$ cat config.mk
export PLATFORM = sky130hd
export DESIGN_NAME = instr_fetch_unit
export DESIGN_NICKNAME = d
export VERILOG_FILES = /design/src/rtl/instr_fetch_unit.sv
export SDC_FILE = /design/constraint.sdc
export NUM_CORES = 1
export LEC_CHECK = 0
export ABC_AREA = 1
export BUFFER_PORTS_ARGS = -buffer_cell sky130_fd_sc_hd__buf_2
export CAP_MARGIN = 20
export CELL_PAD_IN_SITES_DETAIL_PLACEMENT = 0
export CELL_PAD_IN_SITES_GLOBAL_PLACEMENT = 2
export CORE_ASPECT_RATIO = 1.4
export CORE_MARGIN = 2
export CORE_UTILIZATION = 34
export CTS_BUF_LIST = sky130_fd_sc_hd__clkbuf_4
export CTS_CLUSTER_SIZE = 40
export DETAILED_ROUTE_END_ITERATION = 6
export PLACE_DENSITY = 0.86
export RECOVER_POWER = 100
export SETUP_SLACK_MARGIN = 0.15
export SLEW_MARGIN = 40
export SYNTH_ARGS = -nofsm -noshare
export SYNTH_HDL_FRONTEND = slang
export SYNTH_SLANG_ARGS = --single-unit
$ cat constraint.sdc
create_clock -name clk -period 4.6 [get_ports clk]
set_input_delay 0 -clock clk [delete_from_list [all_inputs] [get_ports clk]]
set_output_delay 0 -clock clk [all_outputs]
set_load 0.01 [all_outputs]
$ cat src/rtl/instr_fetch_unit.sv
// Instruction fetch unit: fetches 32-bit words into a prefetch FIFO and hands them to decode.
// Latency: a word acked in cycle N shows up at the FIFO head in cycle N+1.
// Backpressure: Instr_Ready_i gates pops, and no fetch is requested while the FIFO is full.
// Optional macro OPCODE_CHECK_EN adds Illegal_Op_o, which flags a head opcode outside the supported set.
module instr_fetch_unit #(
  parameter int                    ADDR_WIDTH = 32,
  parameter logic [ADDR_WIDTH-1:0] RESET_PC   = 32'h0040_0000,
  parameter int                    FIFO_DEPTH = 2
) (
  input  logic                  clk,
  input  logic                  reset,
  output logic                  Imem_Req_o,
  output logic [ADDR_WIDTH-1:0] Imem_Addr_o,
  input  logic                  Imem_Ack_i,
  input  logic [31:0]           Imem_Data_i,
  input  logic                  Redirect_i,
  input  logic [ADDR_WIDTH-1:0] Redirect_PC_i,
  output logic                  Instr_Valid_o,
  input  logic                  Instr_Ready_i,
  output logic [31:0]           Instr_o,
  output logic [ADDR_WIDTH-1:0] PC_o,
  output logic [6:0]            OP_o
`ifdef OPCODE_CHECK_EN
  , output logic                Illegal_Op_o
`endif
);

  localparam int PTR_W = $clog2(FIFO_DEPTH);
  localparam int CNT_W = $clog2(FIFO_DEPTH + 1);
  localparam logic [CNT_W-1:0] DEPTH_C = CNT_W'(FIFO_DEPTH);
  localparam logic [PTR_W-1:0] LAST_C  = PTR_W'(FIFO_DEPTH - 1);
  localparam logic [31:0]      NOP     = 32'h0000_0013;

  typedef enum logic {S_FETCH, S_FLUSH} state_t;

  state_t                state_q, state_d;
  logic                  req_q, req_d;
  logic [ADDR_WIDTH-1:0] fetch_pc_q, fetch_pc_d;
  logic [ADDR_WIDTH-1:0] pending_pc_q, pending_pc_d;
  logic [PTR_W-1:0]      rd_ptr_q, rd_ptr_d, wr_ptr_q, wr_ptr_d;
  logic [CNT_W-1:0]      count_q, count_d;

  logic [ADDR_WIDTH-1:0] mem_pc_q  [FIFO_DEPTH];
  logic [31:0]           mem_ins_q [FIFO_DEPTH];

  logic                  valid, ack, push, pop;
  logic [ADDR_WIDTH-1:0] redir_pc;

  assign redir_pc = Redirect_PC_i & ~ADDR_WIDTH'(3);
  assign valid    = (count_q != '0);
  assign ack      = req_q & Imem_Ack_i;
  // Redirect wins over both FIFO ports: the FIFO is cleared instead.
  assign push     = (state_q == S_FETCH) & ack & ~Redirect_i;
  assign pop      = valid & Instr_Ready_i & ~Redirect_i;

  // Next-state: FIFO pointers/count, fetch PC, redirect/flush sequencing and request.
  always_comb begin
    state_d      = state_q;
    fetch_pc_d   = fetch_pc_q;
    pending_pc_d = pending_pc_q;
    rd_ptr_d     = rd_ptr_q;
    wr_ptr_d     = wr_ptr_q;
    count_d      = count_q;
    req_d        = req_q;

    if (push) begin
      wr_ptr_d   = (wr_ptr_q == LAST_C) ? '0 : wr_ptr_q + PTR_W'(1);
      fetch_pc_d = fetch_pc_q + ADDR_WIDTH'(4);
    end
    if (pop) begin
      rd_ptr_d = (rd_ptr_q == LAST_C) ? '0 : rd_ptr_q + PTR_W'(1);
    end
    if (push && !pop) begin
      count_d = count_q + CNT_W'(1);
    end else if (pop && !push) begin
      count_d = count_q - CNT_W'(1);
    end

    if (Redirect_i) begin
      count_d  = '0;
      rd_ptr_d = '0;
      wr_ptr_d = '0;
      if (state_q == S_FLUSH) begin
        // Latest redirect replaces any earlier pending target.
        if (ack) begin
          fetch_pc_d = redir_pc;
          state_d    = S_FETCH;
        end else begin
          pending_pc_d = redir_pc;
        end
      end else if (req_q && !Imem_Ack_i) begin
        // Request in flight: keep it stable and drop its data when it returns.
        state_d      = S_FLUSH;
        pending_pc_d = redir_pc;
      end else begin
        fetch_pc_d = redir_pc;
      end
    end else if (state_q == S_FLUSH && ack) begin
      fetch_pc_d = pending_pc_q;
      state_d    = S_FETCH;
    end

    // A raised request stays up until acked; otherwise request whenever there is room.
    if (state_d == S_FLUSH) begin
      req_d = 1'b1;
    end else begin
      req_d = (count_d < DEPTH_C);
    end
  end

  // Control registers with synchronous reset; any outstanding request is abandoned.
  always_ff @(posedge clk) begin
    if (reset) begin
      state_q      <= S_FETCH;
      req_q        <= 1'b0;
      fetch_pc_q   <= RESET_PC;
      pending_pc_q <= RESET_PC;
      rd_ptr_q     <= '0;
      wr_ptr_q     <= '0;
      count_q      <= '0;
    end else begin
      state_q      <= state_d;
      req_q        <= req_d;
      fetch_pc_q   <= fetch_pc_d;
      pending_pc_q <= pending_pc_d;
      rd_ptr_q     <= rd_ptr_d;
      wr_ptr_q     <= wr_ptr_d;
      count_q      <= count_d;
    end
  end

  // FIFO storage; contents are only observed through the valid-gated head.
  always_ff @(posedge clk) begin
    if (push) begin
      mem_pc_q[wr_ptr_q]  <= fetch_pc_q;
      mem_ins_q[wr_ptr_q] <= Imem_Data_i;
    end
  end

  assign Imem_Req_o    = req_q;
  assign Imem_Addr_o   = fetch_pc_q;
  assign Instr_Valid_o = valid;
  assign Instr_o       = valid ? mem_ins_q[rd_ptr_q] : NOP;
  assign PC_o          = valid ? mem_pc_q[rd_ptr_q] : '0;
  assign OP_o          = Instr_o[6:0];

`ifdef OPCODE_CHECK_EN
  logic op_legal;

  // Supported RV32I major opcodes.
  always_comb begin
    op_legal = 1'b0;
    case (OP_o)
      7'b0110011, 7'b0010011, 7'b0110111, 7'b0100011, 7'b0000011,
      7'b1100011, 7'b1101111, 7'b1100111, 7'b0010111: op_legal = 1'b1;
      default: op_legal = 1'b0;
    endcase
  end

  assign Illegal_Op_o = valid & ~op_legal;
`endif

endmodule
# Word-level counts from Yosys, hierarchy flattened
# Memory sizes are Yosys's and may differ from the RTL's. A register that Yosys moved wholly into a read port is not among the register bits.
# Cells that the tools add are included.
[totals] ram_bits=128 output_inout_bits=105 register_bits=70 memories=2 word_cells=62 input_bits=69
[op_classes] n_bitwise=7 order_cmp=1 n_addsub=5 n_eq_ne=1 n_reduce_logical=11 mux=28
[memory_table] name="mem_ins_q" depth=2 width=32 rd=1 rd_ports_with_merged_regs=1 wr=1 line_no="44" rtl="logic [31:0] mem_ins_q [FIFO_DEPTH];"
[memory_table] name="mem_pc_q" depth=2 width=32 rd=1 rd_ports_with_merged_regs=1 wr=1 line_no="43" rtl="logic [ADDR_WIDTH-1:0] mem_pc_q [FIFO_DEPTH];"
[ops] operator="32-bit two-way mux" n=11
[ops] operator="32-bit by 3-bit adder with 32-bit output, second input constant" n=1
[ops] operator="1-bit two-way mux" n=14
[ops] operator="2-bit two-way mux" n=3
[ops] operator="1-bit AND" n=5
[ops] operator="1-bit logical AND" n=4
[ops] operator="2-bit nonzero test" n=2
[ops] operator="1-bit logical NOT" n=3
[ops] operator="3-bit AND reduction" n=1
[ops] operator="1-bit adder, second input constant" n=2
[ops] operator="2-bit by 1-bit adder with 2-bit output, second input constant" n=1
[ops] operator="2-bit < comparator, second input constant" n=1
[ops] operator="2-bit != test, second input constant" n=1
[ops] operator="1-bit NOT" n=2
[ops] operator="2-bit OR reduction" n=1
[ops] operator="2-bit by 1-bit subtractor with 2-bit output, second input constant" n=1

# Longest topological paths before layout
[logic_depth] depth_word=10 depth_mapped=14 mapped_depth_nobuf=13

# Worst setup path before layout
# OpenSTA, ideal clock, no wires.
[synth_path] kind="register -> register" start="register req_q (netlist: Imem_Req_o)" end="memory mem_ins_q[1][0], enable pin" setup_ns=0.484 setup_slack_ns=0.552 path_stages_with_launch=7 n_path_buf=2 required_ns=4.116 arrival_time_ns=3.563 period_less_slack_ns=4.048 cell_sequence="dfxtp_1 > buf_4 > nand2_4 > inv_4 > nand2_4 > buf_6 > nor2_1"
[synth_via] elab_chain_len=5
[synth_rtl] element="from (decl)" line_no="37" rtl="logic req_q, req_d;"
[synth_rtl] element="from (signal assigned)" line_no="123" rtl="req_q <= req_d;"
[synth_rtl] element="1-bit AND" line_no="51" rtl="assign ack = req_q & Imem_Ack_i;"
[synth_rtl] element="1-bit AND (2 in series)" line_no="53" rtl="assign push = (state_q == S_FETCH) & ack & ~Redirect_i;"
[synth_rtl] element="1-bit two-way mux" line_no="134" rtl="if (push) begin"
[synth_rtl] element="1-bit two-way mux (not written as such)" line_no="136" rtl="mem_ins_q[wr_ptr_q] <= Imem_Data_i;"
[synth_rtl] element="to (decl)" line_no="44"
# Every way passes these cells.

# Worst setup path in the final report
[layout_path] start="register req_q (netlist: Imem_Req_o)" end="memory mem_ins_q[0][10], enable pin"
# Same word-level chain as after synthesis.

==> metrics.yaml <==
status: "finished with violations"
violations: "max-capacitance violations, max-slew violations"
antenna_found_initial: 1
clock-sinks: 191
grt_pass1_wl_mm: 39.3
grt_max_degree: 65
rr_worst_depth: 5
drc: 0
stdcell_area_mm2: 0.0107
place_area_mm2: 0.00993
r2r_slack_ns: 1.26
drive_gt1_frac: 0.0872
ys_types: 36
worstSetupEndpointType: "flip-flop"
area_growth_pct: 20.9
clk_latency_ns: 0.61
cts_buffers: 17
synth_seq_area_share: 0.571
rsz0062_at_grt: "no"
wl_met3_um: 967
r2r-end: "mem_ins_q[0][10]$_DFFE_PP_"
p_leak_nw: 4.11
critPathMaxFanout: 45
synth-async-reset-ratio: 0
synthFlopType: "edfxtp_1"
synth_top_area_cell: "edfxtp_1"
synth_area_leaders: "edfxtp_1, dfxtp_1, nor2_1"
ys_seq_elements: 191
start_util: 0.342
die_w_um: 141
clk_transition_reported_paths_ns: 0.17
synth-warning-count: 0
crit_buf_inv: 2
met1_length_mm: 11.2
wire_per_inst_um: 16.3
critPathLaunchType: "flip-flop"
io_pins: 174
vdd_drop_max_mv: 0.147
finalCriticalPeriod_ns: 3.34
synth_cells: 1021
htree_levels: 4
arrival_ns: 3.59
grt_usage: 0.184
fp.dieH_um: 195
required_ns: 4.84
hold_end: "mem_ins_q[0][4]$_DFFE_PP_"
grt_pass1_vias: 7122
dr_wl_met2_mm: 12.7
path_cells: "nand2_4 > inv_4 > nand2_4 > nor2_1 > buf_4"
min_path_cells: 2
min_from: "Imem_Data_i[4]"
first_pass_iters: 5
final_cell_count_no_fill: 1564
fin_nets: 1299
slew_headroom: -0.427
die_area_mm2: 0.0274
grt_overflow: 0
cpMostUsedCell: "nand2_4"
period_share: 0.727
placed_cells: 1465
gp_congestion: 0.805
dr_total_vias: 7508
hold_class: "input port to flip-flop"
ant_nets: 0
worst_slack_ns: 1.26
powerDensity_mw_per_mm2: 317
cts_tree: "done"
place_ws_ns: 1.98
fin_tns_setup_ns: 0
clock.fmax_mhz: 299
viasPerCell: 4.80
core_region_area_mm2: 0.0259
drv_cap: 2
dp_hpwl_mm: 16.9
worst_slew_pin_slew_ns: 2.14
r2r_start: "Imem_Req_o$_SDFF_PP0_"
slowest_delay_ns: 1.15
top_layer_used: "met4"
slowest_stage: "nor2_1"
drtIter0Drc: 643
rows: 70
clock_skew_ns: 0.0247
synth_area_per_cell_um2: 8.69
cp_top_family: "simple AND/OR/NAND/NOR gates"
synth_area_mm2: 0.00888
synth_edf_count: 124
final_cell_mix: "nor2_1, nand2_1, edfxtp_1, clkbuf_1, o21ai_0"
portBuffers: 167
clk_path_buf_depth: 2
yosysTopAreaCellShare: 0.419
setup_violations: 0
wirelength_mm: 25.5
crit_type: "flip-flop to flip-flop"
cts-root-buf: "clkbuf_4"
final_common_cell: "nor2_1"
hold_viol: 0
drv_slew: 44
worst register-to-register path: stages (launching register included):
cell and delay [ns]:
dfxtp_1 0.62, nand2_4 0.18, inv_4 0.11, nand2_4 0.16, nor2_1 1.16, buf_4 0.70
repair_timing:
action                                 in CTS  in global routing
hold buffers                               66                  0
buffers inserted                            0                  0
setup endpoints to repair                   0                  0
endpoints found under the hold margin     128                  0
resized for setup                           0                  0
state kept, by name, indices dropped and copies added (netlist names), named ones only:
| name | cells |
|---|---|
| mem_ins_q | 64 |
| Imem_Addr_o | 30 |
| Imem_Req_o | 1 |
| state_q | 1 |
| count_q | 2 |
| wr_ptr_q | 1 |
| mem_pc_q | 60 |
| pending_pc_q | 30 |
| rd_ptr_q | 1 |
power breakdown:
part,switching [W],internal (W)
combinational,0.000230,0.000143
sequential,0.0000708,0.00190
clock,0.000618,0.000447
total,0.000918,0.00249
synthesized netlist by cell type (all sizes together), types with 2 or more instances:
cell type  number
edfxtp        124
nor2          218
o211ai          8
buf            26
a21oi          77
dfxtp          67
o22ai           2
xnor2           3
ha              4
o21ai         118
xor2           13
inv            83
clkbuf         35
nand3          58
nand4           6
nand2         159
nor3           12
through the flow:
stage	total power [W]	util	hold WS [ns]
floorplan	0.00220	-	0.0989
global placement	0.00235	0.383	0.188
detailed placement	0.00235	0.383	0.191
CTS	0.00346	0.422	0.0712
global route	0.00356	0.414	0.0752
finish	0.00341	0.414	0.126
per-layer routing:
metal,vias up,global-route usage
met1,3485,0.233
met4,0,0.0730
li1,3795,-
met2,192,0.315
met3,36,0.0311
met5,-,0
worst max path at each step:
stage | start | to | slack [ns] | cells after the start
2_1_floorplan | Imem_Req_o$_SDFF_PP0_ | mem_ins_q[1][0]$_DFFE_PP_ | 0.55 | 6
3_3_place_gp | Imem_Req_o$_SDFF_PP0_ | mem_ins_q[0][4]$_DFFE_PP_ | 1.98 | 5
3_5_place_dp | Imem_Req_o$_SDFF_PP0_ | mem_ins_q[0][4]$_DFFE_PP_ | 1.98 | 5
4_1_cts | Imem_Req_o$_SDFF_PP0_ | mem_ins_q[0][8]$_DFFE_PP_ | 1.95 | 5
5_1_grt | flip-flop | PC_o[2] | 0.89 | 5
6_report | Imem_Req_o$_SDFF_PP0_ | mem_ins_q[0][10]$_DFFE_PP_ | 1.26 | 5
logic make-up after synthesis:
family | synth area share
fa+ha+maj | 0.00564
buf+inv | 0.0696
simple gates | 0.216
other cells | 0.000422
flops | 0.571
compound gates | 0.121
xor+xnor | 0.0166
cell type report:
class,count,area (um2)
diodes,1,2.50
clock buffers,18,135
clock inverters,14,204
fillers,2699,15200
inverters,84,320
multi-input cells,688,3180
flip-flops and latches,191,5060
well taps,324,405
repair buffers,244,1420
(Power assumes the default switching activity.)
